`config.mk`:
```
export PLATFORM = sky130hd
export DESIGN_NAME = subleq_machine
export DESIGN_NICKNAME = d
export VERILOG_FILES = /design/src/rtl/subleq_machine.sv
export SDC_FILE = /design/constraint.sdc
export NUM_CORES = 2
export LEC_CHECK = 0
export CAP_MARGIN = 20
export CORE_MARGIN = 10
export CORE_UTILIZATION = 30
export CTS_CLUSTER_SIZE = 14
export DETAILED_ROUTE_END_ITERATION = 6
export DONT_BUFFER_PORTS = 1
export HOLD_SLACK_MARGIN = 0.12
export REMOVE_ABC_BUFFERS = 1
export SYNTH_ARGS = -nofsm -noshare
export SYNTH_HDL_FRONTEND = slang
export SYNTH_SLANG_ARGS = --single-unit
```
`constraint.sdc`:
```
create_clock -name clk -period 24.8 [get_ports clk]
set_clock_uncertainty 0.1 [all_clocks]
set_input_delay 2.48 -clock clk [delete_from_list [all_inputs] [get_ports clk]]
set_output_delay 2.48 -clock clk [all_outputs]
set_load 0.005 [all_outputs]
```
`src/rtl/subleq_machine.sv`:
```
// 8-bit SUBLEQ core: PC, 256x8 RAM, operand registers and a six-cycle sequencer.
// Each instruction A,B,C computes mem[B] -= mem[A] and branches to C when the result is <= 0.
module subleq_machine #(
  parameter logic [7:0] HALT_ADDR = 8'hFF
) (
  input  logic       clk,
  input  logic       res,
  input  logic       start,
  input  logic       prog_we,
  input  logic [7:0] prog_addr,
  input  logic [7:0] prog_data,
  input  logic [7:0] dbg_addr,
  output logic [7:0] dbg_data,
  output logic [7:0] pc,
  output logic       busy,
  output logic       halted,
  output logic       instr_done
);

  localparam int unsigned W     = 8;
  localparam int unsigned DEPTH = 256;

  typedef enum logic [2:0] {
    S_IDLE, S_FETCH_A, S_FETCH_B, S_READ_A, S_READ_B, S_WRITE, S_FETCH_C, S_HALT
  } state_t;

  typedef enum logic [1:0] {
    PC_HOLD = 2'b00,
    PC_INC  = 2'b01,
    PC_LOAD = 2'b10,
    PC_CLR  = 2'b11
  } pc_op_t;

  state_t         state, state_next;
  pc_op_t         pc_op;
  logic [W-1:0]   mem [DEPTH];
  logic [W-1:0]   pc_q, ap, bp, a_a, a_b;
  logic           le;
  logic           ld_ap, ld_bp, ld_aa, ld_ab, exec_we;
  logic           prog_ok;
  logic [W-1:0]   rd_pc, rd_ap, rd_bp, diff;

  assign rd_pc    = mem[pc_q];
  assign rd_ap    = mem[ap];
  assign rd_bp    = mem[bp];
  assign diff     = W'(a_b - a_a);
  assign dbg_data = mem[dbg_addr];
  assign pc       = pc_q;
  assign prog_ok  = prog_we && (state == S_IDLE || state == S_HALT);

  // State register, datapath registers and registered status flags.
  always_ff @(posedge clk) begin
    if (res) begin
      state      <= S_IDLE;
      pc_q       <= '0;
      ap         <= '0;
      bp         <= '0;
      a_a        <= '0;
      a_b        <= '0;
      le         <= 1'b0;
      busy       <= 1'b0;
      halted     <= 1'b0;
      instr_done <= 1'b0;
    end else begin
      state      <= state_next;
      busy       <= (state_next != S_IDLE) && (state_next != S_HALT);
      halted     <= (state_next == S_HALT);
      instr_done <= (state_next == S_FETCH_C);
      if (ld_ap)   ap  <= rd_pc;
      if (ld_bp)   bp  <= rd_pc;
      if (ld_aa)   a_a <= rd_ap;
      if (ld_ab)   a_b <= rd_bp;
      if (exec_we) le  <= (diff == '0) | diff[W-1];
      case (pc_op)
        PC_HOLD: pc_q <= pc_q;
        PC_INC:  pc_q <= W'(pc_q + W'(1));
        PC_LOAD: pc_q <= rd_pc;
        PC_CLR:  pc_q <= '0;
      endcase
    end
  end

  // RAM write port: the execute write has priority; host loads only when not executing.
  always_ff @(posedge clk) begin
    if (exec_we && !res) begin
      mem[bp] <= diff;
    end else if (prog_ok) begin
      mem[prog_addr] <= prog_data;
    end
  end

  // Sequencer: one state per cycle, six cycles per instruction.
  always_comb begin
    state_next = state;
    pc_op      = PC_HOLD;
    ld_ap      = 1'b0;
    ld_bp      = 1'b0;
    ld_aa      = 1'b0;
    ld_ab      = 1'b0;
    exec_we    = 1'b0;
    case (state)
      S_IDLE: begin
        if (start) begin
          state_next = S_FETCH_A;
          pc_op      = PC_CLR;
        end
      end
      S_FETCH_A: begin
        ld_ap      = 1'b1;
        pc_op      = PC_INC;
        state_next = S_FETCH_B;
      end
      S_FETCH_B: begin
        ld_bp      = 1'b1;
        pc_op      = PC_INC;
        state_next = S_READ_A;
      end
      S_READ_A: begin
        ld_aa      = 1'b1;
        state_next = S_READ_B;
      end
      S_READ_B: begin
        ld_ab      = 1'b1;
        state_next = S_WRITE;
      end
      S_WRITE: begin
        exec_we    = 1'b1;
        state_next = S_FETCH_C;
      end
      S_FETCH_C: begin
        // C is read after the write, so self-modified targets take effect.
        if (le) begin
          pc_op      = PC_LOAD;
          state_next = (rd_pc == HALT_ADDR) ? S_HALT : S_FETCH_A;
        end else begin
          pc_op      = PC_INC;
          state_next = S_FETCH_A;
        end
      end
      S_HALT: state_next = S_HALT;
      default: state_next = S_IDLE;
    endcase
  end

endmodule

```
==> flow_summary_export.csv <==
group,metric,value,unit
outcome,outcome,"finished, violations left",
outcome,violations,"DRC, slew limit",
power,comb_power_share,21.9,%
die,die_width,681,µm
synth,syn_inst,6615,
cts,cts_tree,"done",
timing,finalHoldViolCount,0,
synth,yosysTopAreaCell,"edfxtp_1",
cts,clkSinkCount,2103,
cts,cts_setup_buffers,0,
synth,async_flop_share,0,%
route,drc_errors,6,
synth,synth-seq-area-share,47.8,%
power,intPower,7.23,mW
die,dieHeight,681,µm
cts,clockRootBuffer,"clkbuf_16",
cts,cts_buffers,239,
cells_and_area,drive_gt1_share,49.8,%
setup_path,crit_arrival,7.96,ns
synth,synth.area.top_cells,"edfxtp_1 47%, mux4_2 41%, mux4_1 2.2%",
setup_path,setup.worst_path.class,"in -> out",
power,swShare,29.2,%
setup_path,max_stage_delay,0.87,ns
setup_path,critPathSlowestCell,"buf_4",
timing,setup_viol,0,
cells_and_area,area_growth,11.7,%
setup_path,crit_chain,"buf_16, buf_4, buf_4, buf_4, mux4_2, mux4_2, mux4_2, mux4_2",
route,first_pass_iters,7,
setup_path,path_delay_family,"buffers and inverters",
placed_design,dpl.hpwl,349,mm
cts,path_clk_slew,0.06,ns
route,viasPerCell,6.84,
route,wl_per_cell,43.3,µm
route,wirelength,541,mm
die,initial_core_util,30.1,%
synth,synth_area_per_cell,19.8,µm²
timing,min_period_over_period,42.5,%
global_route,grt_pass1_vias,82106,
global_route,track_usage,22.7,%
power,peakVddDrop,0.0641,mV
route,vias,85322,
power,switching_power,2.99,mW
setup_path,crit_top_cell,"mux4_2",
min_path,hp-class,"reg -> reg",
cells_and_area,nets,6517,
cts,cts_resized,0,
timing,rsz0062_at_grt,"false",
placed_design,port_buffers,0,
power,p_per_area,69.8,mW/mm²
timing,tns,0,ns
timing,slew_headroom,-51.9,%
cts,cts.htree.levels,4,
synth,synth_area,0.131,mm²
power,leakagePower,41.6,nW
synth,yosys.area.top_type_share,46.9,%
global_route,grt_max_degree,513,
timing,slew_violations,365,
synth,synth_edf_count,2048,
setup_path,critPathRequiredTime,22.22,ns
power,power,10.2,mW
global_route,antenna_found_initial,64,
synth,yosys_register_bits,2103,
route,ant_nets,0,
timing,fin_crit,10.54,ns
timing,tightest_slew,2.28,ns
synth,synth_ff_type,"edfxtp_1",
die,fp.coreArea,0.435,mm²
route,drt_iter0_markers,16258,
power,clkPwrFrac,37.0,%
placed_design,gp_congestion,0.973,
global_route,grt_pass1_wl,733,mm
setup_path,worst-path-buf-inv,4,
die,num_rows,242,
timing,clock.fmax,0.0949,GHz
global_route,overflow,0,
cts,cts_hold_buffers,0,
synth,ys_types,93,
cts,clk_path_buf_depth,4,
die,io_pins,47,
die,die_area,0.464,mm²
synth,synth_warnings,0,
run,max-cap-violations,0,
setup_path,cp_max_fo,94,
setup_path,end_kind,"output port",
power,pwr-share-seq,41.0,%
cts,insertion_delay,0.97,ns
setup_path,cp-start-kind,"primary input",
==> synth_stat cells, types with 8 or more instances <==
master     instances
mux4_2          2398
edfxtp_1        2048
nor2_1           352
clkbuf_1         350
buf_1            176
nand2_1          174
mux2i_1          143
mux4_1           112
a22oi_1          111
a21oi_1          100
dfxtp_1           55
buf_2             43
buf_4             42
nand3_1           38
buf_6             36
o21ai_0           34
nor2b_1           28
o22ai_1           25
buf_12            23
nor3_1            23
inv_1             17
a211oi_1          16
clkbuf_8          16
mux2_2            14
nand2b_1          14
o211ai_1          14
nand3b_1          13
a311oi_1          12
nand4_1           12
a2111oi_0         11
and2_1            10
a31oi_1            9
ha_1               8
==> through the flow <==
step                      util, %  std cells  area [µm²]  worst slack (ns)  hold WS (ns)
final                        33.7      12477      146000             14.26         0.403
after global routing         33.6      12449      146000             13.98         0.444
after CTS                    33.5      12399      146000             14.13         0.401
after detailed placement     31.7      11953      138000             14.13         0.386
after global placement       31.6      11938      137000             14.19         0.375
after floorplan                 -       5921      127000              1.77         0.355
==> cell type report <==
| type | instances | area (µm²) |
|---|---|---|
| flip-flops and latches | 2103 | 62700 |
| diodes | 58 | 145 |
| clock buffers | 284 | 6260 |
| inverters | 20 | 81.3 |
| repair buffers | 318 | 2920 |
| multi-input cells | 3798 | 65200 |
| fillers | 40544 | 288000 |
| well taps | 5734 | 7170 |
| clock inverters | 162 | 1910 |
==> power by group through the flow <==
| stage | sequential (mW) | clock, mW | combinational, mW |
|---|---|---|---|
| CTS | 4.19 | 3.80 | 2.16 |
| detailed placement | 4.27 | 0 | 2.16 |
| finish | 4.19 | 3.78 | 2.24 |
| floorplan | 4.60 | 0 | 1.94 |
| global placement | 4.27 | 0 | 2.13 |
| global route | 4.19 | 3.94 | 2.26 |
==> placed cells by master, fill, tap and decap left out, types with 10 or more instances in the layout <==
cell / n
a2111oi_0: 10
a211oi_1: 16
a21oi_1: 98
a22oi_1: 111
a311oi_1: 12
and2_1: 10
buf_12: 18
buf_4: 272
buf_8: 13
bufinv_16: 39
clkbuf_1: 37
clkbuf_16: 243
clkinv_1: 46
clkinv_2: 41
clkinvlp_4: 17
dfxtp_1: 36
dfxtp_4: 15
diode_2: 58
edfxtp_1: 2048
inv_1: 16
mux2_2: 14
mux2i_1: 143
mux4_1: 112
mux4_2: 2398
nand2_1: 172
nand2b_1: 14
nand3_1: 38
nand3b_1: 13
nand4_1: 12
nor2_1: 192
nor2_2: 164
nor2b_1: 20
nor3_1: 22
o211ai_1: 14
o21ai_0: 28
o22ai_1: 25
==> sequential cells by signal, summed over array words and instances, names as in the netlist, named ones only <==
register and flops:
a_a 8, ap 8, halted 1, pc 8
state 3, le 1, bp 8, instr_done 1
busy 1, a_b 8, mem 2048
==> cells by family after synthesis <==
group / after synthesis / synth area share (%)
compound gates: 402 / 2.13
mux: 2669 / 44.7
simple gates: 710 / 2.38
fa+ha+maj: 9 / 0.0917
buf+inv: 714 / 2.88
xor+xnor: 8 / 0.0535
flops: 2103 / 47.8
==> final timing paths <==
kind / slack (ns) / from / cells after the start / end
hold / removal: 0.40 / a_b[3]$_SDFFE_PP0P_ / 2 / a_b[3]$_SDFFE_PP0P_
hold reg to reg: 0.40 / a_b[3]$_SDFFE_PP0P_ / 2 / a_b[3]$_SDFFE_PP0P_
setup / recovery: 14.26 / dbg_addr[0] / 8 / dbg_data[6]
setup reg to reg: 17.13 / flop / 14 / flop
==> per-layer routing <==
layer | track usage (%) | wire (µm) | vias to the layer above
met5 | 0 | 245 | -
met4 | 15.5 | 45800 | 26
met3 | 8.78 | 80200 | 1681
met2 | 33.3 | 237000 | 8158
met1 | 27.5 | 178000 | 45399
li1 | - | - | 30058
==> worst reg2reg max path, delay by kind of cell, from the launching register on <==
| kind | cells | cell delay [ns] |
|---|---|---|
| muxes | 2 | 1.31 |
| buffers and inverters | 6 | 3.29 |
| and+or+nand+nor | 2 | 0.82 |
| AOI/OAI and AO/OA | 4 | 1.21 |
| DFF | 1 | 0.82 |
No activity file was read; power rests on OpenSTA's default activity.
